--- config.mk ---
export PLATFORM = sky130hd
export DESIGN_NAME = stream_mux_4to1_rr_flat
export DESIGN_NICKNAME = d
export VERILOG_FILES = /design/src/rtl/stream_mux_4to1_rr_pkg.sv /design/src/rtl/stream_mux_4to1_rr_if.sv /design/src/rtl/stream_mux_4to1_rr_pick.sv /design/src/rtl/stream_mux_4to1_rr.sv /design/src/flat_wrapper.sv
export SDC_FILE = /design/constraint.sdc
export NUM_CORES = 1
export LEC_CHECK = 0
export BUFFER_PORTS_ARGS = -buffer_cell sky130_fd_sc_hd__buf_4
export CORE_UTILIZATION = 44
export CTS_CLUSTER_DIAMETER = 150
export DETAILED_ROUTE_END_ITERATION = 10
export HOLD_SLACK_MARGIN = 0.12
export PLACE_DENSITY = 0.82
export REMOVE_ABC_BUFFERS = 1
export SLEW_MARGIN = 25
export SYNTH_ARGS = -nofsm -noshare
export SYNTH_HDL_FRONTEND = slang
export SYNTH_SLANG_ARGS = --single-unit
--- constraint.sdc ---
create_clock -name clk -period 3.2 [get_ports clk]
set_input_delay 0 -clock clk [delete_from_list [all_inputs] [get_ports clk]]
set_output_delay 0 -clock clk [all_outputs]
set_load 0.02 [all_outputs]
--- src/rtl/stream_mux_4to1_rr_pkg.sv ---
// Shared types and constants for the comsys stream-merge datapath.
package comsys_pkg;
    localparam int DATA_W = 5;
    localparam int NUM_CH = 4;

    typedef logic [1:0] chan_idx_t;

    typedef enum logic {
        IDLE,
        LOCKED
    } arb_state_t;
endpackage

--- src/rtl/stream_mux_4to1_rr_if.sv ---
// Four-channel input streams plus the merged output stream of the 4:1 mux.
interface stream_mux_4to1_rr_if
    import comsys_pkg::*;
#(
    parameter int DATA_W = comsys_pkg::DATA_W
);
    logic [NUM_CH-1:0] chan_en;
    logic [NUM_CH-1:0] in_valid;
    logic [DATA_W-1:0] in_data0;
    logic [DATA_W-1:0] in_data1;
    logic [DATA_W-1:0] in_data2;
    logic [DATA_W-1:0] in_data3;
    logic [NUM_CH-1:0] in_ready;
    logic              out_valid;
    logic [DATA_W-1:0] out_data;
    chan_idx_t         out_sel;
    logic              out_ready;

    modport slave (
        input  chan_en, in_valid, in_data0, in_data1, in_data2, in_data3, out_ready,
        output in_ready, out_valid, out_data, out_sel
    );

    modport master (
        output chan_en, in_valid, in_data0, in_data1, in_data2, in_data3, out_ready,
        input  in_ready, out_valid, out_data, out_sel
    );
endinterface

--- src/rtl/stream_mux_4to1_rr_pick.sv ---
// Combinational rotating-priority picker: first requester after 'last', wrapping.
module rr_pick4
    import comsys_pkg::*;
(
    input  logic [NUM_CH-1:0] req,
    input  chan_idx_t         last,
    output logic              gnt_valid,
    output chan_idx_t         gnt_idx
);
    chan_idx_t         cand [NUM_CH];
    logic [NUM_CH-1:0] cand_req;

    // cand[gi] is the channel at priority rank gi (rank 0 = last+1, rank 3 = last)
    generate
        for (genvar gi = 0; gi < NUM_CH; gi++) begin : g_cand
            assign cand[gi]     = last + chan_idx_t'(gi + 1);
            assign cand_req[gi] = req[cand[gi]];
        end
    endgenerate

    always_comb begin
        gnt_valid = 1'b0;
        gnt_idx   = last;
        for (int k = NUM_CH - 1; k >= 0; k--) begin
            if (cand_req[k]) begin
                gnt_valid = 1'b1;
                gnt_idx   = cand[k];
            end
        end
    end
endmodule

--- src/rtl/stream_mux_4to1_rr.sv ---
// 4:1 valid/ready stream merge with round-robin grant, burst lock and a registered output beat.
module stream_mux_4to1_rr
    import comsys_pkg::*;
#(
    parameter int DATA_W    = comsys_pkg::DATA_W,
    parameter int BURST_LEN = 1
)(
    input  logic                 clk,
    input  logic                 rst_n,
    stream_mux_4to1_rr_if.slave  bus
);
    localparam logic [3:0] BURST_CNT = 4'(BURST_LEN);

    arb_state_t        state_reg, state_next;
    chan_idx_t         owner_reg, owner_next;
    chan_idx_t         last_grant_reg, last_grant_next;
    logic [3:0]        beat_cnt_reg, beat_cnt_next;

    logic              out_valid_reg;
    logic [DATA_W-1:0] out_data_reg;
    chan_idx_t         out_sel_reg;

    logic [NUM_CH-1:0] req;
    logic [DATA_W-1:0] data_arr [NUM_CH];
    logic              load_en;
    logic              lock_hit;
    logic              pick_valid;
    chan_idx_t         pick_idx;
    chan_idx_t         search_last;
    logic              grant_valid;
    chan_idx_t         grant;
    logic              xfer;

    assign data_arr[0] = bus.in_data0;
    assign data_arr[1] = bus.in_data1;
    assign data_arr[2] = bus.in_data2;
    assign data_arr[3] = bus.in_data3;

    assign req     = bus.in_valid & bus.chan_en;
    assign load_en = !out_valid_reg || bus.out_ready;

    // A locked owner that drops out releases and the search restarts after it in the same cycle.
    assign lock_hit    = (state_reg == LOCKED) && req[owner_reg];
    assign search_last = (state_reg == LOCKED) ? owner_reg : last_grant_reg;

    rr_pick4 u_pick (
        .req       (req),
        .last      (search_last),
        .gnt_valid (pick_valid),
        .gnt_idx   (pick_idx)
    );

    assign grant_valid = lock_hit || pick_valid;
    assign grant       = lock_hit ? owner_reg : pick_idx;
    assign xfer        = rst_n && load_en && grant_valid;

    generate
        for (genvar gi = 0; gi < NUM_CH; gi++) begin : g_ready
            assign bus.in_ready[gi] = xfer && (grant == chan_idx_t'(gi));
        end
    endgenerate

    always_comb begin
        state_next      = state_reg;
        owner_next      = owner_reg;
        last_grant_next = last_grant_reg;
        beat_cnt_next   = beat_cnt_reg;
        if (load_en) begin
            if (lock_hit) begin
                if (beat_cnt_reg + 4'd1 == BURST_CNT) begin
                    state_next      = IDLE;
                    last_grant_next = owner_reg;
                    beat_cnt_next   = 4'd0;
                end else begin
                    beat_cnt_next = beat_cnt_reg + 4'd1;
                end
            end else begin
                if (state_reg == LOCKED) begin
                    state_next      = IDLE;
                    last_grant_next = owner_reg;
                    beat_cnt_next   = 4'd0;
                end
                if (pick_valid) begin
                    owner_next = pick_idx;
                    if (BURST_CNT == 4'd1) begin
                        state_next      = IDLE;
                        last_grant_next = pick_idx;
                        beat_cnt_next   = 4'd0;
                    end else begin
                        state_next    = LOCKED;
                        beat_cnt_next = 4'd1;
                    end
                end
            end
        end
    end

    always_ff @(posedge clk or negedge rst_n) begin
        if (!rst_n) begin
            state_reg      <= IDLE;
            owner_reg      <= '0;
            last_grant_reg <= chan_idx_t'(NUM_CH - 1);
            beat_cnt_reg   <= '0;
        end else begin
            state_reg      <= state_next;
            owner_reg      <= owner_next;
            last_grant_reg <= last_grant_next;
            beat_cnt_reg   <= beat_cnt_next;
        end
    end

    always_ff @(posedge clk or negedge rst_n) begin
        if (!rst_n) begin
            out_valid_reg <= 1'b0;
            out_data_reg  <= '0;
            out_sel_reg   <= '0;
        end else if (load_en) begin
            out_valid_reg <= xfer;
            if (xfer) begin
                out_data_reg <= data_arr[grant];
                out_sel_reg  <= grant;
            end
        end
    end

    assign bus.out_valid = out_valid_reg;
    assign bus.out_data  = out_data_reg;
    assign bus.out_sel   = out_sel_reg;
endmodule
--- src/flat_wrapper.sv ---
// flat-port wrapper written by rule: the top's interface ports become plain ports
module stream_mux_4to1_rr_flat import comsys_pkg::*;
#(
    parameter int DATA_W    = comsys_pkg::DATA_W,
    parameter int BURST_LEN = 1
)
  (clk, rst_n, bus_chan_en, bus_in_valid, bus_in_data0, bus_in_data1, bus_in_data2, bus_in_data3, bus_out_ready, bus_in_ready, bus_out_valid, bus_out_data, bus_out_sel);
  stream_mux_4to1_rr_if #(.DATA_W(DATA_W)) bus_i ();
  input  logic clk;
  input  logic rst_n;
  input wire logic [$bits(bus_i.chan_en)-1:0] bus_chan_en;
  input wire logic [$bits(bus_i.in_valid)-1:0] bus_in_valid;
  input wire logic [$bits(bus_i.in_data0)-1:0] bus_in_data0;
  input wire logic [$bits(bus_i.in_data1)-1:0] bus_in_data1;
  input wire logic [$bits(bus_i.in_data2)-1:0] bus_in_data2;
  input wire logic [$bits(bus_i.in_data3)-1:0] bus_in_data3;
  input wire logic [$bits(bus_i.out_ready)-1:0] bus_out_ready;
  output wire logic [$bits(bus_i.in_ready)-1:0] bus_in_ready;
  output wire logic [$bits(bus_i.out_valid)-1:0] bus_out_valid;
  output wire logic [$bits(bus_i.out_data)-1:0] bus_out_data;
  output wire logic [$bits(bus_i.out_sel)-1:0] bus_out_sel;
  assign bus_i.chan_en = bus_chan_en;
  assign bus_i.in_valid = bus_in_valid;
  assign bus_i.in_data0 = bus_in_data0;
  assign bus_i.in_data1 = bus_in_data1;
  assign bus_i.in_data2 = bus_in_data2;
  assign bus_i.in_data3 = bus_in_data3;
  assign bus_i.out_ready = bus_out_ready;
  assign bus_in_ready = bus_i.in_ready;
  assign bus_out_valid = bus_i.out_valid;
  assign bus_out_data = bus_i.out_data;
  assign bus_out_sel = bus_i.out_sel;
  stream_mux_4to1_rr #(.DATA_W(DATA_W), .BURST_LEN(BURST_LEN)) u_core (.clk(clk), .rst_n(rst_n), .bus(bus_i));
endmodule
After elaboration in Yosys (flattened, before gate mapping)
Index checks and enable logic that the tools add are counted.

storage, ports and cells
  flip-flop bits (word level) = 17
  bits of input ports = 31
  output and inout port bits = 12
  word-level logic and storage cells = 72

operators by class
  $add $sub $neg = 4
  order comparisons = 6
  eq/ne operators = 5
  muxes and demuxes = 31
  bitwise operators = 3
  reduce and logical (&&, ||, !) cells = 16

operator list
  kind                   number
  $mux W2                8
  $mux W4                4
  $lt A2 B3 Y1 const B   5
  $mux W1                11
  $bmux W1 S2            5
  $bmux W5 S2            1
  $mux W5                2
  $logic_and A1 B1 Y1    7
  $reduce_and A2 Y1      3
  $add A2 B2 Y2 const B  2
  $add A4 B1 Y4 const B  1
  $and A4 B4 Y4          1
  $eq A2 B2 Y1 const B   2
  $eq A4 B1 Y1 const B   1
  $ge A3 B3 Y1 const B   1
  $not A2 Y3             1
  $reduce_and A3 Y1      1
  $reduce_bool A3 Y1     1
  $add A2 B1 Y2 const B  1
  $eq A2 B1 Y1 const B   1
  $logic_not A2 Y1       1
  $logic_or A1 B1 Y1     2
  $ne A2 B2 Y1 const B   1
  $logic_not A1 Y1       1
  $not A1 Y1             1

Logic depth before layout (Yosys ltp)
  word-level depth = 12
  gate-level depth with buffers = 6
  depth with buffers taken out = 5

Modules after synthesis
Synthesis repeated with hierarchy kept, for this count alone.

second synthesis, totals
  cells, all modules = 55
  area, all modules = 640.6 um^2

by module, submodules not included
  module              times used  cells each  area each (um^2)  seq. area each (um^2)
  stream_mux_4to1_rr  1           41          558.0             252.7
  rr_pick4            1           14          82.6              0.0

Worst setup path before layout
No wires, ideal clock.

  path kind = register to register
  start point = reg u_core.last_grant_reg[0]
  end point = reg u_core.out_data_reg[0], in the netlist u_core.bus.out_data[0]
  setup time = 126 ps
  data arrival time = 1663 ps
  data required time = 3074 ps
  path slack = 1411 ps
  stages on the path, launching flop included = 7
  buffers on the path = 1
  clock period less this slack = 1789 ps
  cells stage by stage = dfstp_2 and3b_1 o21ai_2 o21ai_2 buf_6 mux2_4 a221o_1

between the ends
  longest elaborated chain between the ends = 12
  elaborated cells on any way between the ends = 27
  classes of those cells = 3 x add/sub; 20 x mux; 1 x bitwise; 3 x reduce/logical

RTL lines
  what                                         RTL line                       RTL
  start: declaration                           stream_mux_4to1_rr.sv:16       chan_idx_t last_grant_reg, last_grant_next;
  start signal: assignment                     stream_mux_4to1_rr.sv:102      last_grant_reg <= chan_idx_t'(NUM_CH - 1);
  start signal: assignment                     stream_mux_4to1_rr.sv:107      last_grant_reg <= last_grant_next;
  $mux W2 (*)                                  stream_mux_4to1_rr.sv:44       assign search_last = (state_reg == LOCKED) ? owner_reg : last_grant_reg;
  $add A2 B2 Y2                                stream_mux_4to1_rr_pick.sv:16  assign cand[gi] = last + chan_idx_t'(gi + 1);
  $bmux W1 S2                                  stream_mux_4to1_rr_pick.sv:17  assign cand_req[gi] = req[cand[gi]];
  $mux W1 (not written as such)                stream_mux_4to1_rr_pick.sv:17
  $mux W2 (3 in series)                        stream_mux_4to1_rr_pick.sv:25  if (cand_req[k]) begin
  $mux W2                                      stream_mux_4to1_rr.sv:54       assign grant = lock_hit ? owner_reg : pick_idx;
  $not A2 Y3 (not written as such)             stream_mux_4to1_rr.sv:120      out_data_reg <= data_arr[grant];
  $bmux W5 S2                                  stream_mux_4to1_rr.sv:120
  $mux W5 (not written as such) (2 in series)  stream_mux_4to1_rr.sv:120
  end signal: assignment                       stream_mux_4to1_rr.sv:120
  end: declaration                             stream_mux_4to1_rr.sv:20       logic [DATA_W-1:0] out_data_reg;

Every way passes the cells marked *; elsewhere a longest branch is shown, timed or not. The select of a mux whose other input is x is not followed.
A chain may end at the register's enable or synchronous reset.

Final worst setup path
  start point = reg u_core.last_grant_reg[0]
  end point = reg u_core.out_data_reg[4], in the netlist u_core.bus.out_data[4]

The elaborated chain is that of the path after synthesis.

==> flow_summary_export.csv <==
group,metric,value,unit
run_status,status,"complete, no violations",
yosys,synth.area.top_cells,"dfrtp_1, mux2_2, mux2_4",
sta,fin_crit_sh,95.2,%
layout,utilization,90.3,%
place,port_buffers,42,
worst_setup_path,reg2reg_to,"u_core.bus.out_data[4]$_DFFE_PN0P_",
worst_setup_path,critical_path_arrival,3220,ps
sta,final_max_slew_viol_count,0,
yosys,yosysSeqAreaShare,36.6,%
worst_setup_path,cp_slowest_stage_delay,580,ps
floorplanning,die_h,41.6,microns
floorplanning,initial_core_util,50.0,%
clocking,cts_tree,"done",
worst_setup_path,cp_cell_sequence,"o2bb2ai_1 -> o21ai_4 -> mux2_4 -> dlygate4sd3_1 -> a221o_1 -> dlygate4sd3_1",
layout,fill_cells,57,
sta,fin_crit,3050,ps
worst_setup_path,path_class,"reg -> reg",
worst_setup_path,rr_startpoint,"u_core.last_grant_reg[0]$_DFFE_PN1P_",
clocking,clk_pin_slew,70,ps
worst_setup_path,rr_worst_depth,6,
worst_setup_path,cp_max_fo,16,
detailed_routing,drt_iter0_markers,14,
layout,largest_reg_flops,5,
yosys,netlist_area,691,sq um
clocking,clock-sinks,10,
sta,worst_slack,154,ps
layout,final_cell_mix,"buf_4, dlygate4sd3_1, mux2_2",
grt,grt_usage,32.3,%
sta,skew,2.15,ps
clocking,clock_latency,280,ps
detailed_routing,wl_per_cell,19.0,microns
power_and_ir_drop,power_density,729,mW/mm^2
power_and_ir_drop,peakVddDrop,0.533,mV
sta,whs,220,ps
sta,setup_violations,0,
layout,area_growth,80.8,%
floorplanning,die_w,41.6,microns
power_and_ir_drop,p_leak,0.000602,uW
yosys,synth_top_area_share,29.0,%
floorplanning,rows,13,
detailed_routing,dr.pass1.iters,4,
layout,drive_above_1_share,52.4,%
sta,rsz0062_at_grt,"no",
clocking,numCtsBuffers,3,
sta,fmax,328,MHz
sta,setup_tns,0,ps
clocking,clock_path_buffers,2,
clocking,root_buffer,"clkbuf_4",
sta,final-hold-violation-count,0,
worst_setup_path,cp_common_cell,"dlygate4sd3_1",
worst_setup_path,end_kind,"flip-flop",
run,maxCapViolations,0,
yosys,ys_ff_latch,10,
detailed_routing,drtAntennaViolNets,0,
worst_setup_path,cp-start-kind,"flip-flop",
detailed_routing,routed-via-count,834,
detailed_routing,vias_per_cell,6.00,
worst_setup_path,cp.required,3370,ps
clocking,post_cts.repair.setup_buffers,0,
sta,worst_pin_slew,526,ps
worst_setup_path,worst-path-buf-inv,2,
layout,antenna_cells,0,
grt,antenna_found_initial,0,
place,place.gp.congestion,0.918,
layout,num-nets-final,156,
grt,grt_max_degree,17,
layout,final_common_cell,"buf_4",
detailed_routing,drt-total-wl,2.65,mm
yosys,ys_warn_count,0,
detailed_routing,drc_errors,0,
floorplanning,dieArea,0.00173,sq mm
sta,slew_headroom,64.8,%
yosys,avgSynthCellArea,11.3,sq um
floorplanning,io_pins,43,
place,dpl_worst_slack,1030,ps
worst_setup_path,cp_slowest_cell,"dlygate4sd3_1",
worst_setup_path,critPathTopFamily,"buffers and inverters",
grt,grt_pass1_vias,882,
clocking,ctsHtreeMaxLevel,1,
grt,grt_pass1_wl,4.16,mm
yosys,synth.distinct_cells,26,
worst_hold_path,hp-class,"in -> async",
worst_setup_path,ff2ff_setup_slack,150,ps
place,dp_hpwl,1.43,mm
grt,grt_overflow_total,0,
floorplanning,core_area,0.00138,sq mm
yosys,yosysTopAreaCell,"dfrtp_1",
yosys,synth_cells,61,
## metal layers
| layer | wire length (microns) | track usage (%) | vias to the layer above | share of wire (%) |
|---|---|---|---|---|
| met1 | 1050 | 34.6 | 400 | 40 |
| met3 | 196 | 10.4 | 11 | 7.4 |
| met2 | 1320 | 55.6 | 61 | 50 |
| met4 | 84 | 17.4 | 0 | 3.2 |
| li1 | - | - | 362 | - |
| met5 | 0 | 0 | - | 0 |
## where the power goes
part,internal [uW],switching (uW),total [uW]
combinational,299,242,541
sequential,193,56.1,250
clock,69.4,50.9,120
## area by class of cell
| class | instances | area [sq um] | area share (%) |
|---|---|---|---|
| multi-input combinational | 48 | 425 | 34.1 |
| sequential | 10 | 253 | 20.2 |
| clock buffer | 4 | 36.3 | 2.91 |
| tap | 15 | 18.8 | 1.50 |
| timing repair buffer | 62 | 515 | 41.3 |
## metrics by stage
step / cells / power, uW / area, sq um
after detailed placement: 115 / 673 / 1000
after global routing: 139 / 953 / 1250
after floorplan: 58 / 513 / 671
after CTS: 137 / 856 / 1220
final: 139 / 910 / 1250
after global placement: 115 / 660 / 1000
## synthesized netlist by cell type
cell,count
o2bb2ai_1,1
a211o_1,1
a221o_1,5
o31ai_1,1
a31oi_1,1
and2_1,5
a21o_1,1
mux2_4,4
o21ai_2,2
buf_6,1
dfstp_2,2
nand2b_1,1
nor3b_1,3
a32o_1,1
dfrtp_1,8
nor2_1,1
nor3_1,1
a22oi_2,1
nor2b_1,2
nand2_1,5
and3b_1,1
buf_2,1
and3b_2,1
clkbuf_1,1
mux2_2,9
nand4b_1,1
## logic make-up after synthesis
| kind of cell | count (synthesis) | share of synthesized area, % |
|---|---|---|
| multiplexers | 13 | 23.4 |
| flip-flops | 10 | 36.6 |
| AND/OR/NAND/NOR | 21 | 18.5 |
| buffers and inverters | 3 | 2.90 |
| AO/OA/AOI/OAI | 14 | 18.7 |
## worst max-delay path by stage
stage / start / to / cells past startpoint
floorplan: u_core.last_grant_reg[0]$_DFFE_PN1P_ / u_core.bus.out_data[0]$_DFFE_PN0P_ / 4
global placement: u_core.last_grant_reg[0]$_DFFE_PN1P_ / u_core.bus.out_data[4]$_DFFE_PN0P_ / 4
detailed placement: u_core.last_grant_reg[0]$_DFFE_PN1P_ / u_core.bus.out_data[0]$_DFFE_PN0P_ / 4
CTS: u_core.last_grant_reg[0]$_DFFE_PN1P_ / u_core.bus.out_data[2]$_DFFE_PN0P_ / 6
global route: u_core.last_grant_reg[0]$_DFFE_PN1P_ / u_core.bus.out_data[1]$_DFFE_PN0P_ / 6
finish: u_core.last_grant_reg[0]$_DFFE_PN1P_ / u_core.bus.out_data[4]$_DFFE_PN0P_ / 6
## worst register-to-register path: cells and delay by family (launching register included)
family	cells	cell delay [ps]
AOI/OAI and AO/OA	3	880
DFF	1	570
muxes	1	360
buffers and inverters	2	1130
## what timing repair did
| action | CTS | global route |
|---|---|---|
| setup endpoints to repair | 0 | 3 |
| hold buffers | 18 | 2 |
| gates resized for setup | 0 | 1 |
| endpoints found under the hold margin | 16 | 1 |
No activity file was read; power rests on OpenSTA's default activity.
